--- src/rtl/ariane_soc_pkg.sv ---
// SoC-wide constants and the bandwidth-regulator configuration bundle.
// Shared by the LLC bandwidth regulator and its per-core budget counters.
package ariane_soc;

  localparam int unsigned NumCores    = 4;
  localparam int unsigned BudgetWidth = 16;
  localparam int unsigned PeriodWidth = 32;
  localparam int unsigned LenWidth    = 8;

  typedef struct packed {
    logic                                en;
    logic [PeriodWidth-1:0]              period;
    logic [NumCores-1:0][BudgetWidth-1:0] budget;
  } bw_cfg_t;

endpackage

--- src/rtl/bw_budget_counter.sv ---
// Per-core beat budget: replenish, deduct on accept, throttle and irq.
// Effective budget is the fresh budget in a replenish cycle.
module bw_budget_counter #(
  parameter int unsigned BudgetWidth = 16,
  parameter int unsigned LenWidth    = 8
) (
  input  logic                   clk_i,
  input  logic                   rst_ni,
  input  logic                   en_i,
  input  logic                   replenish_i,
  input  logic [BudgetWidth-1:0] budget_i,
  input  logic                   valid_i,
  input  logic [LenWidth-1:0]    len_i,
  input  logic                   accept_i,
  output logic                   eligible_o,
  output logic                   throttled_o,
  output logic                   irq_o
);

  localparam int unsigned CmpW =
    ((BudgetWidth > LenWidth) ? BudgetWidth : LenWidth) + 1;

  logic [BudgetWidth-1:0] remaining_q;
  logic [BudgetWidth-1:0] effective;
  logic [CmpW-1:0]        beats;
  logic                   budget_ok;
  logic                   throttled_q;
  logic                   irq_q;

  assign effective   = replenish_i ? budget_i : remaining_q;
  assign beats       = CmpW'(len_i) + CmpW'(1);
  assign budget_ok   = CmpW'(effective) >= beats;
  assign eligible_o  = valid_i && (!en_i || budget_ok);
  assign throttled_o = en_i && valid_i && !budget_ok;
  assign irq_o       = irq_q;

  always_ff @(posedge clk_i or negedge rst_ni) begin
    if (!rst_ni) begin
      remaining_q <= '0;
      throttled_q <= 1'b0;
      irq_q       <= 1'b0;
    end else begin
      throttled_q <= throttled_o;
      irq_q       <= throttled_o && !throttled_q;
      // Deduction already sees the replenished value when both coincide.
      if (en_i) begin
        if (accept_i) begin
          remaining_q <= effective - beats[BudgetWidth-1:0];
        end else if (replenish_i) begin
          remaining_q <= budget_i;
        end
      end
    end
  end

endmodule

--- src/rtl/llc_bw_regulator.sv ---
// LLC bandwidth regulator: budget-gated round-robin over core requests.
// One registered grant slot toward the LLC, refillable back-to-back.
module llc_bw_regulator #(
  parameter int unsigned NumReq      = ariane_soc::NumCores,
  parameter int unsigned BudgetWidth = ariane_soc::BudgetWidth,
  parameter int unsigned PeriodWidth = ariane_soc::PeriodWidth,
  parameter int unsigned LenWidth    = ariane_soc::LenWidth,
  localparam int unsigned IdxW = (NumReq > 1) ? $clog2(NumReq) : 1
) (
  input  logic                               clk_i,
  input  logic                               rst_ni,
  input  logic                               cfg_en_i,
  input  logic [PeriodWidth-1:0]             cfg_period_i,
  input  logic [NumReq-1:0][BudgetWidth-1:0] cfg_budget_i,
  input  logic [NumReq-1:0]                  req_valid_i,
  input  logic [NumReq-1:0][LenWidth-1:0]    req_len_i,
  output logic [NumReq-1:0]                  req_ready_o,
  output logic                               mst_valid_o,
  input  logic                               mst_ready_i,
  output logic [IdxW-1:0]                    mst_idx_o,
  output logic [LenWidth-1:0]                mst_len_o,
  output logic [NumReq-1:0]                  throttled_o,
  output logic [NumReq-1:0]                  exhaust_irq_o
);

  logic [PeriodWidth-1:0] period_cnt_q;
  logic                   en_q;
  logic                   short_period;
  logic                   period_wrap;
  logic                   replenish;
  logic [NumReq-1:0]      eligible;
  logic [IdxW-1:0]        ptr_q;
  logic [IdxW-1:0]        win;
  logic [IdxW:0]          cand;
  logic                   found;
  logic                   load;
  logic                   grant;

  assign short_period = cfg_period_i <= PeriodWidth'(1);
  assign replenish    = (period_cnt_q == '0) || short_period;
  assign period_wrap  = short_period ||
                        (period_cnt_q >= cfg_period_i - PeriodWidth'(1));

  always_ff @(posedge clk_i or negedge rst_ni) begin
    if (!rst_ni) begin
      period_cnt_q <= '0;
      en_q         <= 1'b0;
    end else begin
      en_q <= cfg_en_i;
      if ((cfg_en_i && !en_q) || period_wrap) begin
        period_cnt_q <= '0;
      end else begin
        period_cnt_q <= period_cnt_q + PeriodWidth'(1);
      end
    end
  end

  for (genvar g = 0; g < NumReq; g++) begin : g_budget
    bw_budget_counter #(
      .BudgetWidth (BudgetWidth),
      .LenWidth    (LenWidth)
    ) u_cnt (
      .clk_i       (clk_i),
      .rst_ni      (rst_ni),
      .en_i        (cfg_en_i),
      .replenish_i (replenish),
      .budget_i    (cfg_budget_i[g]),
      .valid_i     (req_valid_i[g]),
      .len_i       (req_len_i[g]),
      .accept_i    (req_ready_o[g]),
      .eligible_o  (eligible[g]),
      .throttled_o (throttled_o[g]),
      .irq_o       (exhaust_irq_o[g])
    );
  end

  // Search starts one past the last winner and wraps at NumReq-1.
  always_comb begin
    win   = '0;
    found = 1'b0;
    cand  = '0;
    for (int k = 1; k <= NumReq; k++) begin
      cand = {1'b0, ptr_q} + (IdxW+1)'(k);
      if (cand >= (IdxW+1)'(NumReq)) begin
        cand = cand - (IdxW+1)'(NumReq);
      end
      if (!found && eligible[cand[IdxW-1:0]]) begin
        found = 1'b1;
        win   = cand[IdxW-1:0];
      end
    end
  end

  assign load  = !mst_valid_o || mst_ready_i;
  assign grant = load && found;

  always_comb begin
    req_ready_o = '0;
    if (grant) begin
      req_ready_o[win] = 1'b1;
    end
  end

  always_ff @(posedge clk_i or negedge rst_ni) begin
    if (!rst_ni) begin
      mst_valid_o <= 1'b0;
      mst_idx_o   <= '0;
      mst_len_o   <= '0;
      ptr_q       <= IdxW'(NumReq - 1);
    end else if (grant) begin
      mst_valid_o <= 1'b1;
      mst_idx_o   <= win;
      mst_len_o   <= req_len_i[win];
      ptr_q       <= win;
    end else if (mst_ready_i) begin
      mst_valid_o <= 1'b0;
    end
  end

endmodule

--- config.mk ---
export PLATFORM = sky130hd
export DESIGN_NAME = llc_bw_regulator
export DESIGN_NICKNAME = d
export VERILOG_FILES = /design/src/rtl/ariane_soc_pkg.sv /design/src/rtl/bw_budget_counter.sv /design/src/rtl/llc_bw_regulator.sv
export SDC_FILE = /design/constraint.sdc
export NUM_CORES = 1
export LEC_CHECK = 0
export CAP_MARGIN = 30
export CORE_UTILIZATION = 45
export CTS_CLUSTER_DIAMETER = 60
export DETAILED_ROUTE_END_ITERATION = 10
export PLACE_DENSITY = 0.68
export SETUP_SLACK_MARGIN = 0.15
export SYNTH_ARGS = -nofsm -noshare
export SYNTH_HDL_FRONTEND = slang
export SYNTH_SLANG_ARGS = --single-unit
--- constraint.sdc ---
create_clock -name clk_i -period 15.5 [get_ports clk_i]
set_input_delay 4.65 -clock clk_i [delete_from_list [all_inputs] [get_ports clk_i]]
set_output_delay 4.65 -clock clk_i [all_outputs]
set_load 0.005 [all_outputs]
==> results.md <==
* Status: finished, final reports clean
* Leakage at 0.00572 µW
* DRC violation count after routing at 0
* Drt total wl at 33800 µm
* Worst R2R Setup Slack at 9.54 ns
* Critical Path RT at 10.85 ns
* Synth Flop Type: dfrtp_1
* Drt via density at about 6
* Unrepaired setup endpoints after global routing: false
* FF-to-FF Start: period_cnt_q[0]
* Number of port buffers at 158
* CP top delay family: compound AO/OA/AOI/OAI gates
* Die span in y at roughly 160 µm
* First-pass DRT Iterations at 5
* Slowest cell on the critical path: clkdlybuf4s50_1
* Fraction of registers with async set/reset at 100%
* Root buffer cell: clkbuf_16
* Top area cells in the synthesized netlist: dfrtp_1 26%, ha_1 8.6%, mux2i_1 6.1%, nand2_1 5.9%, xor2_1 4.8%
* Gpl congestion at 0.947
* Pwr/cell area at between 100 and 150 nW/µm²
* Mean Syn Cell Area at 8.19 µm²
* Mapped cell area at between 10000 and 15000 µm²
* Seq pwr share at 24.0%
* Buf/Inv on CP at 6
* Gr usage total at 27.7%
* # diodes at 0
* HPWL Detailed at about 26000 µm
* Core box area at between 20000 and 25000 µm²
* Worst path cell trace: clkdlybuf4s50_1 -> inv_1 -> ha_1 -> nor2_1 -> or4_4 -> o32ai_4 -> buf_4 -> mux2i_1 -> inv_1 -> ha_1 -> nor2b_1 -> o31a_1 -> o22ai_1 -> o2111ai_1 -> and3_1 -> o41ai_2 -> a211oi_4 -> buf_12 -> nor2_8 -> clkdlybuf4s50_1
* CP Launch Type: input pin
* Top-area cell type share of the netlist area at 26.4%
* Horiz. Die Dim at 158 µm
* Logic pwr share at between 50% and 60%
* PnR Total Power at about 2000 µW
* CTS Buf Count at 17
* Vias at 10700
* Setup crit start: cfg_period_i[0]
* Worst Max-Slew Pin Slew at 0.906 ns
* Pin count of the biggest net entering global routing at 72
* Post-synth top cells: 174 x nand2_1, 116 x dfrtp_1, 110 x nor2_1
* Setup CP Type: in2out
* Fillers at 2137
* Critical Path AT at 10.47 ns
* Hold WC Path Type: reg2reg
* Post-route antenna net violation count at 0
* Inst Count DP at 1785
* Seq/Total Area, Yosys at 26.9%
* Rows at 56
* MaxCap Viol Count at 0
* CTS tree: done
* Int Power at 1150 µW
* Worst path max stage delay at 0.56 ns
* Sw Share at 42.4%
* Synth warn at 0
* Net Sw Power at 848 µW
* Critical Path Fanout Max at 10
* Max Fclk at roughly 66 MHz
* Post-synthesis cell count at 1343
* Synthesized flop and latch total at roughly 120
* GR Overflow Total at 0
* Layout area overhead at 23.7%
* Slew HR at approximately two fifths
* Max Root-Sink Buffers at 2
* Design Area, Final at 13600 µm²
* Post-synth cell types at roughly 80
* Clock power frac at 22.1%
* EDFF count, synth at 0
* Setup tns final at 0 ns
* Reg clk slew, reported paths at 0.05 ns
* Clock Latency Late Sink at roughly 0.43 ns
* Final-report setup violation count at 0
* Worst-case reg-to-reg path depth at 20
* Drt initial violations at approximately 950
* Final clock skew at between 0.01 and 0.015 ns
* Synth area leader: dfrtp_1
* Layout Utilization at 57.3%
* Max IR drop VDD at 0.0000625 V
* Full die area at 25100 µm²
* HP Start: g_budget[0].u_cnt.throttled_q
* CTS Sinks at 118
* Hold-critical path depth at 1
* DP Area at 12900 µm²
* Initial Utilization at a little under half
* Drt wl/cell at between 15 and 20 µm
* Mapped Nets at approximately 1600
* First-pass GRT wire length at approximately 54000 µm
* WP depth at 20
* Top-count cell post-synth: nand2_1
* Fin cells at 1818
* Kind of capture point of the worst setup path: primary output
* IO Count at 159
* Final Max Slew Viols at 0
* Final net count at 1702
* H-tree depth at 4
* Final period util at between 90% and 100%
* Layout cells sized above 1 at roughly 7.9%
* Clock period minus worst slack at 15.12 ns
* Initial antenna violation count at 0
* Vias in the first global route at approximately 10000
* Final Hold Viols at 0
power by group through the flow:
stage	clock network [µW]	logic (µW)	registers, µW
floorplan	0	781	460
global placement	0	1030	480
detailed placement	0	1060	480
CTS	444	1070	478
global route	459	1200	491
finish	442	1080	480
worst reg2reg max path, cell delays in order, from the launching register on:
cell      delay [ns]
dfrtp_1         0.43
inv_1           0.14
ha_1            0.19
nor4b_1         0.33
nand4_1         0.32
nor2_1          0.34
or2_2           0.33
nand2_1         0.10
nand2_1         0.10
ha_1            0.30
a21oi_1         0.20
a21oi_1         0.09
nor3_1          0.28
o21ai_0         0.39
o31ai_2         0.50
o22ai_1         0.22
a211o_1         0.35
buf_4           0.28
or4b_4          0.64
nor4_1          0.25
a211oi_1        0.08
path summary, 6_finish.rpt:
path                                                endpoint
hold reg to reg                      g_budget[0].u_cnt.irq_o
setup reg to reg           g_budget[0].u_cnt.remaining_q[15]
setup / recovery                              req_ready_o[3]
min in group asynchronous                   period_cnt_q[11]
max in group asynchronous                           ptr_q[1]
hold / removal                       g_budget[0].u_cnt.irq_o
cell families (layout without fill, tap and decap cells):
kind of cell	count (synthesis)	count (layout)	share of synthesized area, %
DFF	118	118	26.9
AOI/OAI and AO/OA	266	266	16.1
and+or+nand+nor	559	559	25.5
adders and majority gates	80	80	9.37
muxes	88	88	8.24
buffers and inverters	113	269	4.49
xor gates and xnor gates	119	119	9.47
final cells by class:
cell class              instances  area (µm²)  share of cell area (%)
inverters                      48         180                    1.32
well taps                     319         399                    2.93
flip-flops and latches        118        2960                    21.7
clock buffers                  19         443                    3.25
clock inverters                13         204                    1.50
multi-input cells            1112        7590                    55.8
repair buffers                189        1840                    13.5
metal layers:
metal  vias to the layer above  routed length (µm)  track usage (%)
met5                         -                   0                0
met4                         0                 676             8.29
met3                        51                2290             4.44
met2                       390               15200             43.3
met1                      5136               15600             39.0
li1                       5146                   -                -
cells in the final DEF (no fill, tap or decap), types with 5 or more instances in the layout:
cell	count
a21boi_0	5
a21o_1	21
a21oi_1	100
and3_1	19
and4_1	9
buf_4	31
bufinv_16	5
clkbuf_16	17
clkdlybuf4s50_1	156
dfrtp_1	116
ha_1	76
inv_1	47
mux2_2	17
mux2i_1	67
nand2_1	174
nand2b_1	10
nand3_1	57
nand4_1	26
nor2_1	110
nor2b_1	19
nor3_1	46
nor4_1	40
o21a_1	11
o21ai_0	46
o221ai_1	24
o22ai_1	9
o31ai_1	5
or2_2	5
or3_1	8
or4_1	10
xnor2_1	59
xor2_1	60
sequential cells by signal, summed over array words and instances, names as in the netlist:
name / flops
en_q: 1
g_budget.u_cnt.irq_o: 4
g_budget.u_cnt.remaining_q: 64
g_budget.u_cnt.throttled_q: 4
mst_idx_o: 2
mst_len_o: 8
mst_valid_o: 1
period_cnt_q: 32
ptr_q: 2
what timing repair did:
action,CTS,global route
hold buffers,0,0
setup buffers,0,0
endpoints found under the setup margin,0,2
resized for setup,0,2
metrics by stage:
step	setup WS, ns	hold WS [ns]
after detailed placement	0.492	0.390
after global placement	0.624	0.381
after floorplan	1.01	0.378
after CTS	0.440	0.398
after global routing	0.160	0.405
final	0.380	0.395
No activity file was read; power rests on OpenSTA's default activity.
